## config.mk

```make
export PLATFORM = sky130hd
export DESIGN_NAME = hopfield_trainer
export DESIGN_NICKNAME = d
export VERILOG_FILES = /design/src/rtl/hopfield_pkg.sv /design/src/rtl/hopfield_hebb_term.sv /design/src/rtl/hopfield_trainer.sv
export SDC_FILE = /design/constraint.sdc
export NUM_CORES = 1
export LEC_CHECK = 0
export BUFFER_PORTS_ARGS = -buffer_cell sky130_fd_sc_hd__buf_2
export CORE_UTILIZATION = 57
export CTS_BUF_LIST = sky130_fd_sc_hd__clkbuf_2 sky130_fd_sc_hd__clkbuf_4 sky130_fd_sc_hd__clkbuf_8
export DETAILED_ROUTE_END_ITERATION = 7
export HOLD_SLACK_MARGIN = 0.1
export PLACE_DENSITY = 0.78
export SKIP_LAST_GASP = 1
export SYNTH_ARGS = -nofsm -noshare
export SYNTH_HDL_FRONTEND = slang
export SYNTH_HIERARCHICAL = 1
export SYNTH_SLANG_ARGS = --single-unit
```

## constraint.sdc

```tcl
create_clock -name clk -period 4.25 [get_ports clk]
set_clock_uncertainty 0.1 [all_clocks]
set_input_delay 0.2125 -clock clk [delete_from_list [all_inputs] [get_ports clk]]
set_output_delay 0.2125 -clock clk [all_outputs]
set_load 0.05 [all_outputs]
```

## src/rtl/hopfield_pkg.sv

```systemverilog
// Shared definitions for the Hopfield trainer and recall stages.
package hopfield_pkg;

    localparam int NN   = 25;
    localparam int NPAT = 5;
    localparam int WW   = 4;
    localparam int AW   = $clog2(NN * NN);
    localparam int CW   = $clog2(NPAT + 1);
    localparam int KW   = $clog2(NN);

    typedef logic signed [WW-1:0] weight_t;
    typedef logic [NN-1:0]        pattern_t;

    typedef enum logic [1:0] {
        IDLE,
        CALC,
        DONE
    } trn_state_t;

endpackage

```

## src/rtl/hopfield_hebb_term.sv

```systemverilog
// Combinational Hebbian term for one (k,m) pair over the first i_count stored patterns.
module hopfield_hebb_term
    import hopfield_pkg::*;
(
    input  logic [NPAT*NN-1:0] i_pats,
    input  logic [CW-1:0]      i_count,
    input  logic [KW-1:0]      i_k,
    input  logic [KW-1:0]      i_m,
    output logic [WW-1:0]      o_weight
);

    logic [NPAT-1:0] w_eq;
    logic [CW-1:0]   w_matches;

    for (genvar g = 0; g < NPAT; g++) begin : g_slot
        pattern_t w_pat;
        assign w_pat   = i_pats[g*NN +: NN];
        assign w_eq[g] = (w_pat[i_k] == w_pat[i_m]) && (CW'(g) < i_count);
    end

    // Each stored pattern contributes +1 on agreement and -1 otherwise.
    assign w_matches = CW'($countones(w_eq));
    assign o_weight  = WW'(w_matches) + WW'(w_matches) - WW'(i_count);

endmodule

```

## src/rtl/hopfield_trainer.sv

```systemverilog
// Collects training patterns and streams the Hebbian weight matrix, one entry per clock.
// Build option: HOPFIELD_ZERO_DIAG_EN forces the k==m entries to zero.
module hopfield_trainer
    import hopfield_pkg::*;
(
    input  logic          clk,
    input  logic          rst,
    input  logic          pat_valid,
    output logic          pat_ready,
    input  logic [NN-1:0] pat_data,
    input  logic          clear,
    input  logic          start,
    output logic          busy,
    output logic          done,
    output logic          wr_en,
    output logic [AW-1:0] wr_addr,
    output logic [WW-1:0] wr_data,
    output logic [CW-1:0] pat_count
);

    trn_state_t         r_state;
    logic [NPAT*NN-1:0] r_pats;
    logic [CW-1:0]      r_count;
    logic [KW-1:0]      r_k;
    logic [KW-1:0]      r_m;
    logic [AW-1:0]      r_idx;
    logic               r_busy;
    logic               r_done;
    logic               r_wr_en;
    logic [AW-1:0]      r_wr_addr;
    logic [WW-1:0]      r_wr_data;

    logic               w_accept;
    logic [WW-1:0]      w_term;
    logic [WW-1:0]      w_wdata;

    assign pat_ready = (r_state == IDLE) && (r_count < CW'(NPAT)) && !clear;
    assign w_accept  = pat_valid && pat_ready;

    hopfield_hebb_term u_term (
        .i_pats   (r_pats),
        .i_count  (r_count),
        .i_k      (r_k),
        .i_m      (r_m),
        .o_weight (w_term)
    );

`ifdef HOPFIELD_ZERO_DIAG_EN
    assign w_wdata = (r_k == r_m) ? '0 : w_term;
`else
    assign w_wdata = w_term;
`endif

    // Pattern contents need no reset; only slots below r_count are ever used.
    always_ff @(posedge clk) begin
        for (int j = 0; j < NPAT; j++) begin
            if (w_accept && (r_count == CW'(j))) begin
                r_pats[j*NN +: NN] <= pat_data;
            end
        end
    end

    always_ff @(posedge clk or negedge rst) begin
        if (!rst) begin
            r_state   <= IDLE;
            r_count   <= '0;
            r_k       <= '0;
            r_m       <= '0;
            r_idx     <= '0;
            r_busy    <= 1'b0;
            r_done    <= 1'b0;
            r_wr_en   <= 1'b0;
            r_wr_addr <= '0;
            r_wr_data <= '0;
        end else begin
            case (r_state)
                IDLE: begin
                    if (clear) begin
                        r_count <= '0;
                    end else begin
                        if (w_accept) begin
                            r_count <= r_count + CW'(1);
                        end
                        if (start) begin
                            r_state <= CALC;
                            r_k     <= '0;
                            r_m     <= '0;
                            r_idx   <= '0;
                        end
                    end
                end
                CALC: begin
                    r_busy    <= 1'b1;
                    r_wr_en   <= 1'b1;
                    r_wr_addr <= r_idx;
                    r_wr_data <= w_wdata;
                    r_idx     <= r_idx + AW'(1);
                    if (r_m == KW'(NN - 1)) begin
                        r_m <= '0;
                        if (r_k == KW'(NN - 1)) begin
                            r_state <= DONE;
                        end else begin
                            r_k <= r_k + KW'(1);
                        end
                    end else begin
                        r_m <= r_m + KW'(1);
                    end
                end
                DONE: begin
                    // Held for two cycles so busy covers the done pulse.
                    if (!r_done) begin
                        r_done  <= 1'b1;
                        r_wr_en <= 1'b0;
                    end else begin
                        r_done  <= 1'b0;
                        r_busy  <= 1'b0;
                        r_state <= IDLE;
                    end
                end
                default: r_state <= IDLE;
            endcase
        end
    end

    assign busy      = r_busy;
    assign done      = r_done;
    assign wr_en     = r_wr_en;
    assign wr_addr   = r_wr_addr;
    assign wr_data   = r_wr_data;
    assign pat_count = r_count;

endmodule
```

==> out/results.ini <==
[drt]
num_vias = 5416
drc_errors = 0
drtAntennaViolNets = 0
dr.pass1.iters = 5
drtIter0Drc = 504
vias_per_cell = 6.33
wirelength_um = 19200
routedWlPerCell_um = 22.4

[logic_synthesis]
synthCells = 572
synth_compound_area_frac = 0.0648
ys_warn_count = 6
synth-simple-area-share = 0.0872
synthesis.area_um2 = 8270
synth_edf_count = 125
synth_top_family_by_area = multiplexers
synth.net_count = 618
postSynthAreaPerCell_um2 = 14.5
synthMuxAreaShare = 0.193
synth-seq-area-share = 0.581
yosys.area_share.xor_xnor = 0.0148
synthAdderAreaFrac = 0.0269
ys_async_sr_fraction = 0.251
synthFlopType = edfxtp_1
synth-seq-cells = 167
synth.distinct_cells = 58

[clock_network]
cts_htree_levels = 4
path_clk_slew_ns = 0.09
cts_num_sinks = 167
root_buffer = clkbuf_8
clkLatencyLatePin_ns = 0.45
cts_tree = done
cts_buffer_depth = 2
numCtsBuffers = 17

[layout]
layout-drive-gt1-share = 0.262
fin_nets = 709
fillers = 957
area_delta_synth_final_pct = 16.1
antenna_cells = 0

[sta]
max-slew-margin-rel = 0.383
hold_violations = 0
tns_ns = 0
final_max_slew_viol_count = 0
setup_violations = 0
rsz0062_at_grt = yes
fmax_mhz = 238
fin_crit_ns = 4.19
period_share = 0.987
timing.hold.ws_ns = 0.157
tightest_slew_ns = 0.926

[worst_setup_path]
crit_type = reg -> reg
path_max_fanout = 5
worstSetupStartpointType = register
path_buf_inv = 2
critPathMaxStageDelay_ns = 0.53
path_cells = buf_12, mux4_2, mux4_2, nor2_2, a31oi_1, xnor2_1, o31ai_2, fa_1, fa_1, inv_2, ha_4, a21o_1, a21oi_2, xor2_1, nand2_1, nand2_1
worstPathArrival_ns = 4.48
crit_family = adder cells
end_kind = register
cp_slowest_cell = fa_1
cp.required_ns = 4.54

[floorplan]
core_area_um2 = 14000
die_w_um = 122
rows = 43
start_util = 0.591
ios = 51
die_y_um = 122
fp.dieArea_um2 = 15000

[power]
power.share.switching = 0.386
p_leak_uw = 0.00363
combPwrFrac = 0.515
switchingPower_uw = 2740
p_int_uw = 4350
sequentialPowerShare = 0.310
power_density_nw_per_um2 = 738
p_clk_frac = 0.175
max-vdd-ir-drop_mv = 0.606

[placement]
dpl.hpwl_um = 12800
port_buffers = 50
gp_congestion = 0.925

[global_route]
overflow = 0
grt.total_usage = 0.272
grt_pass1_wl_um = 29300
antenna_found_initial = 0
grt_pass1_vias = 5287
grt_max_degree = 43

[job]
maxCapViolCount = 0

[worst_hold_path]
hp-class = in -> reg

[run_status]
outcome = finished clean

flip-flops by register name (all words and copies together), names as in the netlist:
signal and flops:
busy 1, done 1, pat_count 3, r_idx 10, r_k 5, r_m 5, r_pats 125, r_state 2
wr_addr 10, wr_data 4, wr_en 1
stage by stage:
stage | total power (uW) | setup slack, ns | util | area, um2 | cells
2_1_floorplan | 4640 | 0.271 | - | 8270 | 572
3_3_place_gp | 5220 | 0.108 | 0.626 | 8760 | 791
3_5_place_dp | 5360 | -0.00376 | 0.626 | 8760 | 791
4_1_cts | 6630 | 0.0131 | 0.679 | 9500 | 854
5_1_grt | 7440 | -0.0855 | 0.686 | 9600 | 856
6_report | 7090 | 0.0569 | 0.686 | 9600 | 856
worst paths after layout:
path,cells past startpoint,slack [ns],from,end
max,16,0.06,r_k[0],wr_data[3]
min,5,0.16,start,r_idx[4]
min in group asynchronous,2,0.32,rst,wr_en
max reg2reg,16,0.06,r_k[0],wr_data[3]
max in group asynchronous,2,3.05,rst,r_m[1]
min reg2reg,2,0.38,wr_addr[9],wr_addr[9]
logic make-up (layout without fill, tap and decap cells):
logic type | after synthesis | in the layout
DFF | 167 | 167
and+or+nand+nor | 147 | 147
muxes | 102 | 102
AOI/OAI and AO/OA | 77 | 77
buffers and inverters | 49 | 153
adders and majority gates | 16 | 16
xor gates and xnor gates | 14 | 14
cells in the mapped netlist (all sizes together), types with 3 or more instances:
cell	count	share of area
a21o	3	0.0027
a21oi	16	0.0097
a22o	3	0.0032
a22oi	11	0.010
a2bb2oi	3	0.0032
a31oi	4	0.0030
a32oi	4	0.0042
and2	7	0.0053
and3	7	0.0053
buf	25	0.021
clkbuf	7	0.0032
dfrtp	42	0.13
edfxtp	125	0.45
fa	3	0.0073
ha	13	0.020
inv	17	0.0077
mux2	7	0.0095
mux2i	51	0.062
mux4	44	0.12
nand2	71	0.032
nand3	23	0.014
nor2	14	0.0064
nor2b	8	0.0061
o21ai	13	0.0079
o31ai	4	0.0036
or4	3	0.0027
xnor2	8	0.0085
xor2	6	0.0064
placed cells by master, fill, tap and decap left out, drive strengths merged, types with 2 or more instances in the layout:
master	n
a2111oi	2
a211o	2
a211oi	2
a21o	3
a21oi	16
a22o	3
a22oi	11
a2bb2oi	3
a31oi	4
a32oi	4
and2	7
and3	7
buf	74
bufinv	4
clkbuf	20
clkinv	2
clkinvlp	3
dfrtp	42
dlygate4sd3	29
edfxtp	125
fa	3
ha	13
inv	21
mux2	7
mux2i	51
mux4	44
nand2	71
nand2b	2
nand3	23
nand4	2
nor2	14
nor2b	8
nor4	2
nor4b	2
o21ai	13
o31ai	4
or4	3
xnor2	8
xor2	6
worst register-to-register path, cell delays in order, from the launching register on:
cell and delay [ns]:
dfrtp_2 0.44, buf_12 0.14, mux4_2 0.51, mux4_2 0.49, nor2_2 0.12, a31oi_1 0.07, xnor2_1 0.22, o31ai_2 0.11
fa_1 0.51, fa_1 0.53, inv_2 0.05, ha_4 0.20, a21o_1 0.16, a21oi_2 0.15, xor2_1 0.20, nand2_1 0.07
nand2_1 0.05
power by group through the flow:
stage	Clock [uW]	Sequential (uW)	Combinational (uW)
floorplan	0	2330	2310
global placement	0	2210	3010
detailed placement	0	2220	3140
CTS	1250	2190	3190
global route	1320	2230	3890
finish	1240	2200	3650
what timing repair did:
item,4_1_cts,5_1_grt
endpoints found under the hold margin,170,0
hold buffers,29,0
endpoints found under the setup margin,1,1
setup buffers,2,1
gates cloned,0,1
pin swaps,1,8
gates resized for setup,2,15
per-layer routing:
metal  GRT usage  part of all wire
met3      0.0497             0.067
met5     0.00694                 0
met2       0.410              0.47
met1       0.372              0.42
met4       0.158             0.044
cell type report:
type                       count  area (um2)  share of cell area
inverter                      17        63.8             0.00665
clock buffer                  19         249              0.0259
multi-input combinational    356        3260               0.340
tap                          180         225              0.0235
timing repair buffer         104         796              0.0829
clock inverter                13         191              0.0199
sequential                   167        4810               0.501
Note: power is estimated with default switching activity, not from simulation.
